--- src/rtl/dmac_request_generator_pkg.sv ---
// Shared types and Gray-code helper for the DMAC burst request generator.
package dmac_request_generator_pkg;

    typedef enum logic [1:0] {
        ST_IDLE  = 2'd0,
        ST_BUSY  = 2'd1,
        ST_DRAIN = 2'd2
    } req_state_t;

    // Gray-code increment of a w-bit ID (w < 32), wrapping modulo 2^w.
    function automatic logic [31:0] inc_id(input logic [31:0] gray, input int unsigned w);
        logic [31:0] mask;
        logic [31:0] g;
        logic [31:0] bin;
        mask = (32'd1 << w) - 32'd1;
        g    = gray & mask;
        bin  = '0;
        for (int i = 0; i < 32; i++) begin
            bin[i] = ^(g >> i);
        end
        bin = (bin + 32'd1) & mask;
        return bin ^ (bin >> 1);
    endfunction

endpackage

--- src/rtl/dmac_request_generator.sv ---
// Splits a transfer request into 16-beat burst slots by advancing a Gray-coded
// request_id, bounded by the data mover's returned response_id.
module dmac_request_generator
    import dmac_request_generator_pkg::*;
#(
    parameter int C_ID_WIDTH                  = 3,
    parameter int C_BURSTS_PER_TRANSFER_WIDTH = 17
) (
    input  logic                                   s_axi_aclk,
    input  logic                                   s_axi_aresetn,
    input  logic                                   req_valid,
    output logic                                   req_ready,
    input  logic [C_BURSTS_PER_TRANSFER_WIDTH-1:0] req_burst_count,
    input  logic                                   enable,
    output logic                                   enabled,
    input  logic                                   pause,
    output logic [C_ID_WIDTH-1:0]                  request_id,
    input  logic [C_ID_WIDTH-1:0]                  response_id,
    output logic                                   eot
);

    localparam int IW = C_ID_WIDTH;
    localparam int BW = C_BURSTS_PER_TRANSFER_WIDTH;

    req_state_t    state_reg, state_next;
    logic [BW-1:0] burst_count_reg, burst_count_next;
    logic [IW-1:0] request_id_reg, request_id_next;
    logic          enabled_reg, enabled_next;

    logic [IW-1:0] request_id_inc;
    logic [IW-1:0] response_id_inc;
    logic          ids_equal;
    logic          id_space_full;

    assign request_id_inc  = IW'(inc_id(32'(request_id_reg), IW));
    assign response_id_inc = IW'(inc_id(32'(response_id), IW));
    assign ids_equal       = (response_id == request_id_reg);
    // One slot is always kept free so a full ID space is distinguishable from empty.
    assign id_space_full   = (request_id_inc == response_id);

    always_ff @(posedge s_axi_aclk or negedge s_axi_aresetn) begin
        if (!s_axi_aresetn) begin
            state_reg       <= ST_IDLE;
            burst_count_reg <= '0;
            request_id_reg  <= '0;
            enabled_reg     <= 1'b0;
        end else begin
            state_reg       <= state_next;
            burst_count_reg <= burst_count_next;
            request_id_reg  <= request_id_next;
            enabled_reg     <= enabled_next;
        end
    end

    always_comb begin
        state_next       = state_reg;
        burst_count_next = burst_count_reg;
        request_id_next  = request_id_reg;
        enabled_next     = enabled_reg;

        if (enable) begin
            enabled_next = 1'b1;
        end else if (ids_equal) begin
            enabled_next = 1'b0;
        end

        // Once disabled and drained, abandon whatever is left of the transfer.
        if (!enable && ids_equal) begin
            state_next       = ST_IDLE;
            burst_count_next = '0;
        end else begin
            case (state_reg)
                ST_IDLE: begin
                    if (req_valid && enabled_reg) begin
                        state_next       = ST_BUSY;
                        burst_count_next = req_burst_count;
                    end
                end
                ST_BUSY: begin
                    if (enable && !pause && !id_space_full) begin
                        request_id_next = request_id_inc;
                        if (burst_count_reg == '0) begin
                            state_next = ST_DRAIN;
                        end else begin
                            burst_count_next = burst_count_reg - BW'(1);
                        end
                    end
                end
                ST_DRAIN: begin
                    if (ids_equal) begin
                        state_next = ST_IDLE;
                    end
                end
                default: begin
                    state_next = ST_IDLE;
                end
            endcase
        end
    end

    assign req_ready  = (state_reg == ST_IDLE) && enabled_reg;
    assign enabled    = enabled_reg;
    assign request_id = request_id_reg;
    // Final burst is the only one left between response_id and request_id.
    assign eot        = (state_reg == ST_DRAIN) && (response_id_inc == request_id_reg);

endmodule

--- config.mk ---
export PLATFORM = sky130hd
export DESIGN_NAME = dmac_request_generator
export DESIGN_NICKNAME = d
export VERILOG_FILES = /design/src/rtl/dmac_request_generator_pkg.sv /design/src/rtl/dmac_request_generator.sv
export SDC_FILE = /design/constraint.sdc
export NUM_CORES = 1
export LEC_CHECK = 0
export ABC_CLOCK_PERIOD_IN_PS = 5600
export CORE_MARGIN = 2
export CORE_UTILIZATION = 52
export DETAILED_ROUTE_END_ITERATION = 10
export PLACE_DENSITY = 0.82
export SYNTH_ARGS = -nofsm -noshare
export SYNTH_HDL_FRONTEND = slang
export SYNTH_SLANG_ARGS = --single-unit
--- constraint.sdc ---
create_clock -name s_axi_aclk -period 5.6 [get_ports s_axi_aclk]
set_clock_uncertainty 0.1 [all_clocks]
set_input_delay 1.12 -clock s_axi_aclk [delete_from_list [all_inputs] [get_ports s_axi_aclk]]
set_output_delay 1.12 -clock s_axi_aclk [all_outputs]
set_load 0.02 [all_outputs]
==> results.tsv <==
stage	metric	value	unit
synth	Yosys reg bits	23	
route	DR iter-0 viols	164	
place	HPWL after DPL	2740	µm
grt	gr usage total	0.225	
grt	first-pass GRT wire length	7310	µm
sta	Fin Setup TNS	0	ns
sta	Finish-stage setup viols	0	
clock_network	CTS Buf Count	3	
synth	syn nets	230	
power_and_ir_drop	Leak	0.769	nW
critical_path	buffer and inverter count on the worst path	2	
critical_path	critical path class	in -> out	
die	core box area	3360	µm²
route	wire per inst	15.5	µm
clock_network	Resized Gates After CTS	0	
clock_network	# Post-CTS Setup Buffers	0	
status	outcome	finished clean	
clock_network	worst-skew pair later-pin latency	0.33	ns
sta	min setup slack post-route	1.35	ns
cells_and_area	commonest non-fill, non-tap cell in the layout	clkdlybuf4s50_1	
place	GP Congestion	0.853	
clock_network	CTS Hold Bufs	0	
power_and_ir_drop	pwr dens	468	nW/µm²
critical_path	critical path data required time	4.38	ns
clock_network	clock root buffer	clkbuf_4	
critical_path	CP Launch Point	response_id[0]	
grt	initial antenna violation count	0	
critical_path	R2R setup slack	2.57	ns
critical_path	crit path capture	eot	
synth	mapped cell area	1820	µm²
die	Die Y	63.2	µm
die	Die W	63.2	µm
synth	sequential area share after synthesis	0.316	
die	row count	21	
synth	Unique masters post-synth	54	
cells_and_area	final net count	249	
sta	Slew @ Worst Pin	1.03	ns
cells_and_area	P&R area growth vs syn	15.6	%
route	drt drc	0	
power_and_ir_drop	switch share	0.491	
critical_path	Critical-path top delay cell	clkdlybuf4s50_1	
synth	top cells by area, synth	dfrtp_1 32%, o311ai_0 6.7%, o31ai_1 6.6%	
route	Pre-Repair DR Iteration Count	4	
synth	Syn Area/Cell	8.94	µm²
synth	asr flop ratio synth	1.00	
route	WL final	4150	µm
route	antenna-violating nets left	0	
critical_path	cell mode on critical path	clkdlybuf4s50_1	
route	Via density	6.15	
clock_network	Sink Count	23	
sta	Slew headroom	0.309	
grt	grt ovf	0	
synth	Post-synth EDFFs	0	
critical_path	Worst path max stage delay	0.62	ns
critical_path	R2R cell count	6	
grt	largest net degree at the start of global routing	49	
place	pre-CTS WS	1.35	ns
critical_path	crit-path leading delay family	buffers and inverters	
clock_network	H-tree levels	1	
die	DIE AREA	4000	µm²
sta	RSZ-0062 raised after global routing	no	
sta	final hold vios	0	
critical_path	Data arrival, critical path	3.03	ns
critical_path	RR Endpoint	burst_count_reg[2]	
cells_and_area	max reg flops	17	
synth	post-synthesis instance total	204	
cells_and_area	most frequent cells in the layout	30 x clkdlybuf4s50_1, 23 x nor2_1, 23 x dfrtp_1	
synth	post-synth top area share	0.316	
power_and_ir_drop	VDD IR max	0.202	mV
power_and_ir_drop	Gate power share	0.573	
cells_and_area	Finished Core Util	0.627	
synth	ys flop type	dfrtp_1	
route	vias after detailed routing	1647	
sta	Peak Freq	0.235	GHz
cells_and_area	number of fill cells	316	
clock_network	CTS tree	done	
critical_path	Startpoint Class	primary input	
place	Port Buffers	30	
synth	area leader, netlist	dfrtp_1	
sta	Max Slew Vio Count	0	
synth	Yosys warning count	0	
critical_path	crit end category	output port	
die	I/O pins	31	
sta	Final min period	4.25	ns
min_path	Hold Crit Class	reg -> reg	
die	initial core utilization	0.542	
cells_and_area	ANT cells	0	
sta	Tcrit/Tclk final	0.759	
clock_network	Clk pin slew, worst setup/hold paths	0.12	ns
power_and_ir_drop	sw power	0.484	mW
power_and_ir_drop	cell-internal power	0.502	mW
critical_path	Crit Reg-Reg Startpoint	burst_count_reg[7]	
critical_path	CP Depth	6	
power_and_ir_drop	Clock power frac	0.082	
critical_path	CP Max Fanout	12	
clock_network	CTS Buffer Depth	2	
grt	vias in the first global route	1537	
job	max_cap viols	0	
power_and_ir_drop	sequential group share of total power	0.345	
cells_and_area	share of layout cells above drive strength 1	0.0946	
critical_path	CP cell instances	clkdlybuf4s50_1 -> or3_1 -> nand4_1 -> o21ai_0 -> o2111a_1 -> clkdlybuf4s50_1	
## routing by layer
metal,wire length [µm],GRT usage,vias up
met5,0,0,-
met4,87,0.101,0
met3,139,0.0250,9
met2,1940,0.352,30
met1,1990,0.314,789
li1,-,-,819
## Yosys cell counts, drive strengths merged, types with 2 or more instances
cell type and n:
inv 6, or4b 2, or4 2, buf 8, o21ai 6, nand4 2
nor2 23, nand2 10, a21oi 17, mux2i 4, nand2b 4, and2 4
a21o 2, nor3 7, o311ai 14, a22oi 3, xnor2 4, dfrtp 23
or2 2, nor3b 3, nor4 6, nand3 3, nor2b 2, o31ai 18
and3 2, clkbuf 10, or3 2
## worst min path at each step
stage	from	end	cells past startpoint
5_1_grt	enabled	enabled	1
4_1_cts	enabled	enabled	1
2_1_floorplan	burst_count_reg[16]	burst_count_reg[16]	2
3_5_place_dp	enabled	enabled	1
6_report	enabled	enabled	1
3_3_place_gp	enabled	enabled	1
## worst register-to-register path, cell delays in order (launching register included)
cell      delay [ns]
dfrtp_1         0.47
nor4_2          0.34
nand4_1         0.33
or3_4           0.45
a21boi_4        0.41
or2_1           0.63
o31ai_1         0.17
## cells by family after synthesis
| kind of cell | Yosys count | share of synthesized area |
|---|---|---|
| compound gates | 70 | 0.299 |
| xor+xnor | 5 | 0.0240 |
| fa+ha+maj | 1 | 0.00686 |
| buf+inv | 24 | 0.0754 |
| flops | 23 | 0.315 |
| mux | 4 | 0.0219 |
| simple gates | 77 | 0.257 |
## power groups by stage
stage	clock, mW	sequential (mW)	combinational (mW)
global placement	0	0.340	0.551
detailed placement	0	0.342	0.561
floorplan	0	0.320	0.477
global route	0.0880	0.353	0.632
CTS	0.0833	0.339	0.563
finish	0.0810	0.340	0.565
## stage by stage
| stage | hold WS [ns] | std cells | total power [mW] | area (µm²) |
|---|---|---|---|---|
| after global placement | 0.380 | 264 | 0.891 | 2080 |
| after CTS | 0.424 | 268 | 0.984 | 2110 |
| after detailed placement | 0.395 | 264 | 0.904 | 2080 |
| final | 0.417 | 268 | 0.986 | 2110 |
| after global routing | 0.455 | 268 | 1.07 | 2110 |
| after floorplan | 0.412 | 204 | 0.797 | 1820 |
## area by class of cell
cell class              count  area (µm²)  area share
clock buffers               4        26.3      0.0125
inverters                   6        22.5      0.0107
multi-input cells         157        1110       0.527
flip-flops and latches     23         576       0.273
repair buffers             32         315       0.150
well taps                  46        57.6      0.0273
Note: power is estimated with default switching activity, not from simulation.
